==> src/rtl/mips_pkg.sv <==
// Shared types and constants for the next-PC unit: FSM state encoding, reset vector,
// instruction field widths and the branch displacement helper.
package mips_pkg;

  typedef enum logic [1:0] {
    ST_FETCH = 2'd0,
    ST_EXEC  = 2'd1,
    ST_HALT  = 2'd2
  } state_t;

  localparam logic [31:0] RESET_VECTOR_DEF = 32'h0040_0000;
  localparam int          OFFSET_W         = 16;
  localparam int          INDEX_W          = 26;

  // Word offset -> sign-extended byte displacement.
  function automatic logic [31:0] branch_disp(input logic [OFFSET_W-1:0] off);
    return {{(32-OFFSET_W-2){off[OFFSET_W-1]}}, off, 2'b00};
  endfunction

endpackage

==> src/rtl/next_pc_unit_if.sv <==
// Instruction-fetch request bus between the next-PC unit (master) and memory (slave).
interface next_pc_unit_if;
  // Handshake: the master raises Fetch_req_out and holds Fetch_addr_out stable until the
  // slave answers Fetch_ack_in=1; the transfer completes on the rising edge where both are 1.
  // Fetch_ack_in is meaningless while Fetch_req_out=0.
  logic        Fetch_req_out;
  logic [31:0] Fetch_addr_out;
  logic        Fetch_ack_in;

  modport master (output Fetch_req_out, output Fetch_addr_out, input Fetch_ack_in);
  modport slave  (input Fetch_req_out, input Fetch_addr_out, output Fetch_ack_in);
endinterface

==> src/rtl/next_pc_target.sv <==
// Combinational next-address selection: register jump, J-format jump, taken branch or PC+4.
module next_pc_target
  import mips_pkg::*;
(
  input  logic [31:0]         pc_i,
  input  logic                branch_i,
  input  logic                jump_i,
  input  logic                jump_reg_i,
  input  logic [31:0]         target_i,
  input  logic [OFFSET_W-1:0] offset_i,
  input  logic [INDEX_W-1:0]  index_i,
  output logic [31:0]         pc_plus4_o,
  output logic [31:0]         next_addr_o
);

  always_comb begin
    pc_plus4_o = pc_i + 32'd4;
    // Jump outranks branch when the ALU reports both.
    if (jump_i && jump_reg_i)
      next_addr_o = target_i;
    else if (jump_i)
      next_addr_o = {pc_plus4_o[31:28], index_i, 2'b00};
    else if (branch_i)
      next_addr_o = pc_plus4_o + branch_disp(offset_i);
    else
      next_addr_o = pc_plus4_o;
  end

endmodule

==> src/rtl/next_pc_unit.sv <==
// Next-PC unit: FETCH/EXEC/HALT sequencer for a MIPS-style fetch path.
// Optional branch delay slot with macro NEXT_PC_DELAY_SLOT_EN.
module next_pc_unit
  import mips_pkg::*;
#(
  parameter logic [31:0] RESET_VECTOR = RESET_VECTOR_DEF
) (
  input  logic                clk_in,
  input  logic                rst_n_in,
  input  logic                Inst_valid_in,
  input  logic                Branch_in,
  input  logic                Jump_in,
  input  logic                JumpReg_in,
  input  logic [31:0]         Target_in,
  input  logic [OFFSET_W-1:0] BranchOffset_in,
  input  logic [INDEX_W-1:0]  JumpIndex_in,
  next_pc_unit_if.master      fetch,
  output logic [31:0]         PC_out,
  output logic [31:0]         Link_out,
  output logic                Inst_valid_out,
  output logic                AddrErr_out,
  output state_t              State_out
);

  state_t      state_q, state_d;
  logic [31:0] pc_q, pc_d;
  logic [31:0] fetch_addr_q, fetch_addr_d;
  logic        inst_valid_q, inst_valid_d;
  logic        addr_err_q, addr_err_d;
  logic [31:0] pc_plus4;
  logic [31:0] redirect_addr;
  logic [31:0] sel_addr;

`ifdef NEXT_PC_DELAY_SLOT_EN
  logic [31:0] pending_q, pending_d;
  logic        pend_valid_q, pend_valid_d;
`endif

  next_pc_target u_target (
    .pc_i        (pc_q),
    .branch_i    (Branch_in),
    .jump_i      (Jump_in),
    .jump_reg_i  (JumpReg_in),
    .target_i    (Target_in),
    .offset_i    (BranchOffset_in),
    .index_i     (JumpIndex_in),
    .pc_plus4_o  (pc_plus4),
    .next_addr_o (redirect_addr)
  );

  always_comb begin
    state_d      = state_q;
    pc_d         = pc_q;
    fetch_addr_d = fetch_addr_q;
    inst_valid_d = 1'b0;
    addr_err_d   = addr_err_q;
    sel_addr     = redirect_addr;
`ifdef NEXT_PC_DELAY_SLOT_EN
    pending_d    = pending_q;
    pend_valid_d = pend_valid_q;
`endif

    case (state_q)
      ST_FETCH: begin
        if (fetch.Fetch_ack_in) begin
          pc_d         = fetch_addr_q;
          inst_valid_d = 1'b1;
          state_d      = ST_EXEC;
        end
      end
      ST_EXEC: begin
        if (Inst_valid_in) begin
`ifdef NEXT_PC_DELAY_SLOT_EN
          // The slot instruction's own control-flow decision is dropped.
          if (pend_valid_q) begin
            sel_addr     = pending_q;
            pend_valid_d = 1'b0;
          end else if (Jump_in || Branch_in) begin
            pending_d    = redirect_addr;
            pend_valid_d = 1'b1;
            sel_addr     = pc_plus4;
          end
`endif
          if (sel_addr[1:0] != 2'b00) begin
            addr_err_d = 1'b1;
            state_d    = ST_HALT;
          end else begin
            fetch_addr_d = sel_addr;
            state_d      = ST_FETCH;
          end
        end
      end
      ST_HALT: begin
        state_d = ST_HALT;
      end
      default: begin
        state_d = ST_FETCH;
      end
    endcase
  end

  always_ff @(posedge clk_in or negedge rst_n_in) begin
    if (!rst_n_in) begin
      state_q      <= ST_FETCH;
      pc_q         <= RESET_VECTOR;
      fetch_addr_q <= RESET_VECTOR;
      inst_valid_q <= 1'b0;
      addr_err_q   <= 1'b0;
`ifdef NEXT_PC_DELAY_SLOT_EN
      pending_q    <= 32'd0;
      pend_valid_q <= 1'b0;
`endif
    end else begin
      state_q      <= state_d;
      pc_q         <= pc_d;
      fetch_addr_q <= fetch_addr_d;
      inst_valid_q <= inst_valid_d;
      addr_err_q   <= addr_err_d;
`ifdef NEXT_PC_DELAY_SLOT_EN
      pending_q    <= pending_d;
      pend_valid_q <= pend_valid_d;
`endif
    end
  end

  // Gated by reset so the request falls the instant reset asserts, not at the next edge.
  assign fetch.Fetch_req_out  = rst_n_in && (state_q == ST_FETCH);
  assign fetch.Fetch_addr_out = fetch_addr_q;
  assign PC_out               = pc_q;
  assign Inst_valid_out       = inst_valid_q;
  assign AddrErr_out          = addr_err_q;
  assign State_out            = state_q;

`ifdef NEXT_PC_DELAY_SLOT_EN
  assign Link_out = pc_plus4 + 32'd4;
`else
  assign Link_out = pc_plus4;
`endif

endmodule

==> src/flat_wrapper.sv <==
// flat-port wrapper written by rule: the top's interface ports become plain ports
module next_pc_unit_flat import mips_pkg::*;
#(
  parameter logic [31:0] RESET_VECTOR = RESET_VECTOR_DEF
)
  (clk_in, rst_n_in, Inst_valid_in, Branch_in, Jump_in, JumpReg_in, Target_in, BranchOffset_in, JumpIndex_in, PC_out, Link_out, Inst_valid_out, AddrErr_out, State_out, fetch_Fetch_req_out, fetch_Fetch_addr_out, fetch_Fetch_ack_in);
  next_pc_unit_if fetch_i ();
  input  logic clk_in;
  input  logic rst_n_in;
  input  logic Inst_valid_in;
  input  logic Branch_in;
  input  logic Jump_in;
  input  logic JumpReg_in;
  input  logic [31:0] Target_in;
  input  logic [OFFSET_W-1:0] BranchOffset_in;
  input  logic [INDEX_W-1:0] JumpIndex_in;
  output logic [31:0] PC_out;
  output logic [31:0] Link_out;
  output logic Inst_valid_out;
  output logic AddrErr_out;
  output state_t State_out;
  output wire logic [$bits(fetch_i.Fetch_req_out)-1:0] fetch_Fetch_req_out;
  output wire logic [$bits(fetch_i.Fetch_addr_out)-1:0] fetch_Fetch_addr_out;
  input wire logic [$bits(fetch_i.Fetch_ack_in)-1:0] fetch_Fetch_ack_in;
  assign fetch_Fetch_req_out = fetch_i.Fetch_req_out;
  assign fetch_Fetch_addr_out = fetch_i.Fetch_addr_out;
  assign fetch_i.Fetch_ack_in = fetch_Fetch_ack_in;
  next_pc_unit #(.RESET_VECTOR(RESET_VECTOR)) u_core (.clk_in(clk_in), .rst_n_in(rst_n_in), .Inst_valid_in(Inst_valid_in), .Branch_in(Branch_in), .Jump_in(Jump_in), .JumpReg_in(JumpReg_in), .Target_in(Target_in), .BranchOffset_in(BranchOffset_in), .JumpIndex_in(JumpIndex_in), .fetch(fetch_i), .PC_out(PC_out), .Link_out(Link_out), .Inst_valid_out(Inst_valid_out), .AddrErr_out(AddrErr_out), .State_out(State_out));
endmodule
==> config.mk <==
export PLATFORM = sky130hd
export DESIGN_NAME = next_pc_unit_flat
export DESIGN_NICKNAME = d
export VERILOG_FILES = /design/src/rtl/mips_pkg.sv /design/src/rtl/next_pc_unit_if.sv /design/src/rtl/next_pc_target.sv /design/src/rtl/next_pc_unit.sv /design/src/flat_wrapper.sv
export SDC_FILE = /design/constraint.sdc
export NUM_CORES = 1
export LEC_CHECK = 0
export CAP_MARGIN = 0
export CORE_ASPECT_RATIO = 1.5
export CORE_MARGIN = 1.5
export CORE_UTILIZATION = 25
export CTS_BUF_LIST = sky130_fd_sc_hd__clkbuf_8
export CTS_CLUSTER_DIAMETER = 150
export DETAILED_ROUTE_END_ITERATION = 8
export PLACE_DENSITY_LB_ADDON = 0.25
export SYNTH_ARGS = -nofsm -noshare
export SYNTH_HDL_FRONTEND = slang
export SYNTH_HIERARCHICAL = 1
export SYNTH_SLANG_ARGS = --single-unit
==> constraint.sdc <==
create_clock -name clk_in -period 4.41 [get_ports clk_in]
set_input_delay 1.323 -clock clk_in [delete_from_list [all_inputs] [get_ports clk_in]]
set_output_delay 1.323 -clock clk_in [all_outputs]
set_load 0.01 [all_outputs]
==> run_results.csv <==
group,metric,value,unit
clock_tree,cts_tree,"done",
yosys,synth_seq_cells,68,
detailed_routing,route.detailed.drc,0,
sta,tns,0,ns
yosys,netlist_instances,629,
grt,grt_max_degree,69,
layout,diodes,0,
floorplan,coreArea,23100,µm²
run_status,outcome,"completed",
clock_tree,clockBufferDepth,2,
clock_tree,cts_root_buf,"clkbuf_8",
yosys,synth_most_common_cell,"mux2_2",
grt,overflow,0,
floorplan,die-area,24600,µm²
layout,final_nets,970,
place,port_buffers,181,
clock_tree,ctsHtreeMaxLevel,3,
sta,tightest_slew,0.964,ns
pwr,power_density,715,nW/µm²
pwr,finalPower,6.23,mW
floorplan,dieHeight,191,µm
sta,min_period,4.21,ns
setup_path,worstPathMaxFanout,7,
sta,fmax,0.238,GHz
floorplan,start_util,0.256,
pwr,swShare,0.427,
detailed_routing,via_count,5766,
yosys,synth.net_count,747,
layout,nFillCells,2403,
grt,grt_antenna_before_repair,0,
job,drv_cap,0,
detailed_routing,wl,22500,µm
yosys,synthArstFlopShare,1.00,
sta,rsz0062_at_grt,"false",
pwr,seq_power_share,0.203,
yosys,synth_top_area_share,0.279,
detailed_routing,vias_per_cell,4.92,
yosys,syn_area,5910,µm²
yosys,yosysSeqAreaShare,0.288,
detailed_routing,wl_per_cell,19.2,µm
pwr,clockPowerShare,0.113,
place,place.gp.congestion,0.887,
yosys,synthTopCellsByCount,"mux2_2 (69), dfrtp_1 (66), a21oi_1 (45)",
sta,setup_viol,0,
sta,drv_slew,0,
pwr,vdd.ir_drop.worst,0.350,mV
place,placed_cells,1156,
yosys,ys.flop_type,"dfrtp_1",
yosys,netlist.top_cell.by_area,"dfrtp_1",
setup_path,worstSetupEndpointType,"primary output",
setup_path,crit_required,3.09,ns
yosys,synthTopCellsByArea,"dfrtp_1 (28%), mux2_2 (13%), ha_1 (7.6%), a21oi_1 (3.8%), mux2i_1 (3.7%)",
detailed_routing,firstDrtPassIters,4,
clock_tree,cts_setup_buffers,0,
yosys,ys.warnings.count,6,
pwr,power.internal,3.57,mW
setup_path,cp.arrival,2.89,ns
grt,grt_pass1_wl,34000,µm
floorplan,die_x,129,µm
place,dp_slack,0.0899,ns
sta,relSlewSlack,0.357,
place,hpwl,17300,µm
yosys,syn_avg_cell_area,9.40,µm²
sta,hold_viol,0,
pwr,p_comb_frac,0.684,
clock_tree,numCtsBuffers,9,
yosys,synth_edf_count,0,
layout,fin_cells,1172,
detailed_routing,drtIter0Drc,237,
grt,grtUsageTotal,0.184,
pwr,p_sw,2.66,mW
layout,area.growth.synth_to_final,47.3,%
floorplan,fp-row-count,68,
hold_path,hp-class,"flop to flop",
clock_tree,clkSinkCount,68,
pwr,total_leakage_power,3.55,nW
grt,grt_pass1_vias,5966,
sta,layout_setup_ws,0.200,ns
sta,fin_skew,0.0163,ns
clock_tree,clk_pin_slew_worst_paths,0.08,ns
floorplan,io_pins,182,
layout,drive_gt1_frac,0.209,
detailed_routing,drt.antenna.violating_nets,0,
yosys,synth_cell_types,73,
clock_tree,clock_latency,0.37,ns
setup_path,crit_type,"flop to primary output",
setup_path,worstSetupStartpointType,"flop",
sta,final.period_utilization,0.955,
==> registers in the layout, indices dropped and copies added (netlist names) <==
register and flops:
u_core/Inst_valid_out 1, u_core/AddrErr_out 1, u_core/State_out 2, u_core/PC_out 32
u_core/fetch.Fetch_addr_out 32
==> critical path, stage by stage (launching register included) <==
cell             delay (ns)
dfrtp_1                0.44
nand4_1                0.22
nor4_4                 0.37
and2_1                 0.16
buf_4                  0.20
nand2_1                0.09
xnor2_1                0.33
buf_4                  0.18
clkdlybuf4s50_1        0.53
==> per-layer routing <==
layer	wire (µm)	up-vias	GRT usage
li1	-	2818	-
met4	392	0	0.0557
met1	9110	2759	0.210
met5	0	-	0
met3	1150	22	0.0350
met2	11800	167	0.342
==> cell families (layout without fill, tap and decap cells) <==
group | Yosys count | in the layout | synth area share
mux | 93 | 93 | 0.172
flops | 68 | 68 | 0.288
simple gates | 170 | 170 | 0.156
buf+inv | 47 | 275 | 0.0446
xor+xnor | 44 | 44 | 0.0664
fa+ha+maj | 37 | 37 | 0.0796
compound gates | 170 | 170 | 0.193
==> power groups by stage <==
stage	clock (mW)	combinational, mW	sequential, mW
after detailed placement	0	4.25	1.27
after global placement	0	4.24	1.27
after floorplan	0	2.19	1.34
after global routing	0.755	4.62	1.31
final	0.707	4.26	1.26
after CTS	0.728	4.28	1.26
==> final timing paths <==
path / startpoint / endpoint / slack [ns] / cells past startpoint
hold / removal: u_core/AddrErr_out$_DFFE_PN0P_ / u_core/AddrErr_out$_DFFE_PN0P_ / 0.47 / 1
setup reg to reg: u_core/PC_out[3]$_DFFE_PN0P_ / u_core/fetch.Fetch_addr_out[31]$_DFFE_PN0P_ / 0.37 / 17
max in group asynchronous: rst_n_in / u_core/PC_out[7]$_DFFE_PN0P_ / 2.56 / 2
hold reg to reg: u_core/AddrErr_out$_DFFE_PN0P_ / u_core/AddrErr_out$_DFFE_PN0P_ / 0.47 / 1
min in group asynchronous: rst_n_in / u_core/PC_out[18]$_DFFE_PN0P_ / 1.23 / 2
setup / recovery: u_core/PC_out[8]$_DFFE_PN0P_ / Link_out[21] / 0.20 / 8
==> final cells by class <==
cell class	count	area, µm²	area share
timing repair buffer	246	2320	0.266
clock buffer	9	124	0.0142
inverter	13	48.8	0.00560
tap	315	394	0.0452
clock inverter	7	140	0.0161
sequential	68	1700	0.196
multi-input combinational	514	3980	0.457
==> cells in the final DEF (no fill, tap or decap), types with 3 or more instances in the layout <==
cell type and count:
clkdlybuf4s50_1 179, mux2_2 69, dfrtp_1 66, buf_4 64, a21oi_1 45, nand2_1 39
ha_1 36, nor2_1 33, o21ai_0 26, xnor2_1 22, mux2i_1 22, nand3_1 21
xor2_1 18, a211oi_1 17, nand4_1 14, inv_1 13, a21o_1 11, o22ai_1 10
clkbuf_8 9, nor2b_1 9, nor3_1 9, and3_1 9, o21ai_1 9, a31oi_1 9
a22oi_1 7, and2_1 5, or3_1 5, bufinv_16 4, and4_1 4, o21bai_1 4
o211ai_1 4, nand3b_1 4, or2_2 3, nor4_1 3, a21boi_0 3
==> what timing repair did <==
item / in CTS / in global routing
gates resized for setup: 0 / 4
setup endpoints to repair: 0 / 5
hold buffers: 0 / 0
==> through the flow <==
step                      hold slack [ns]   util  instance area [µm²]
after floorplan                     0.512      -                 5910
after global placement              0.455  0.364                 8420
after detailed placement            0.457  0.364                 8420
after CTS                           0.475  0.375                 8680
after global routing                0.496  0.376                 8710
final                               0.475  0.376                 8710
Note: power is estimated with default switching activity, not from simulation.
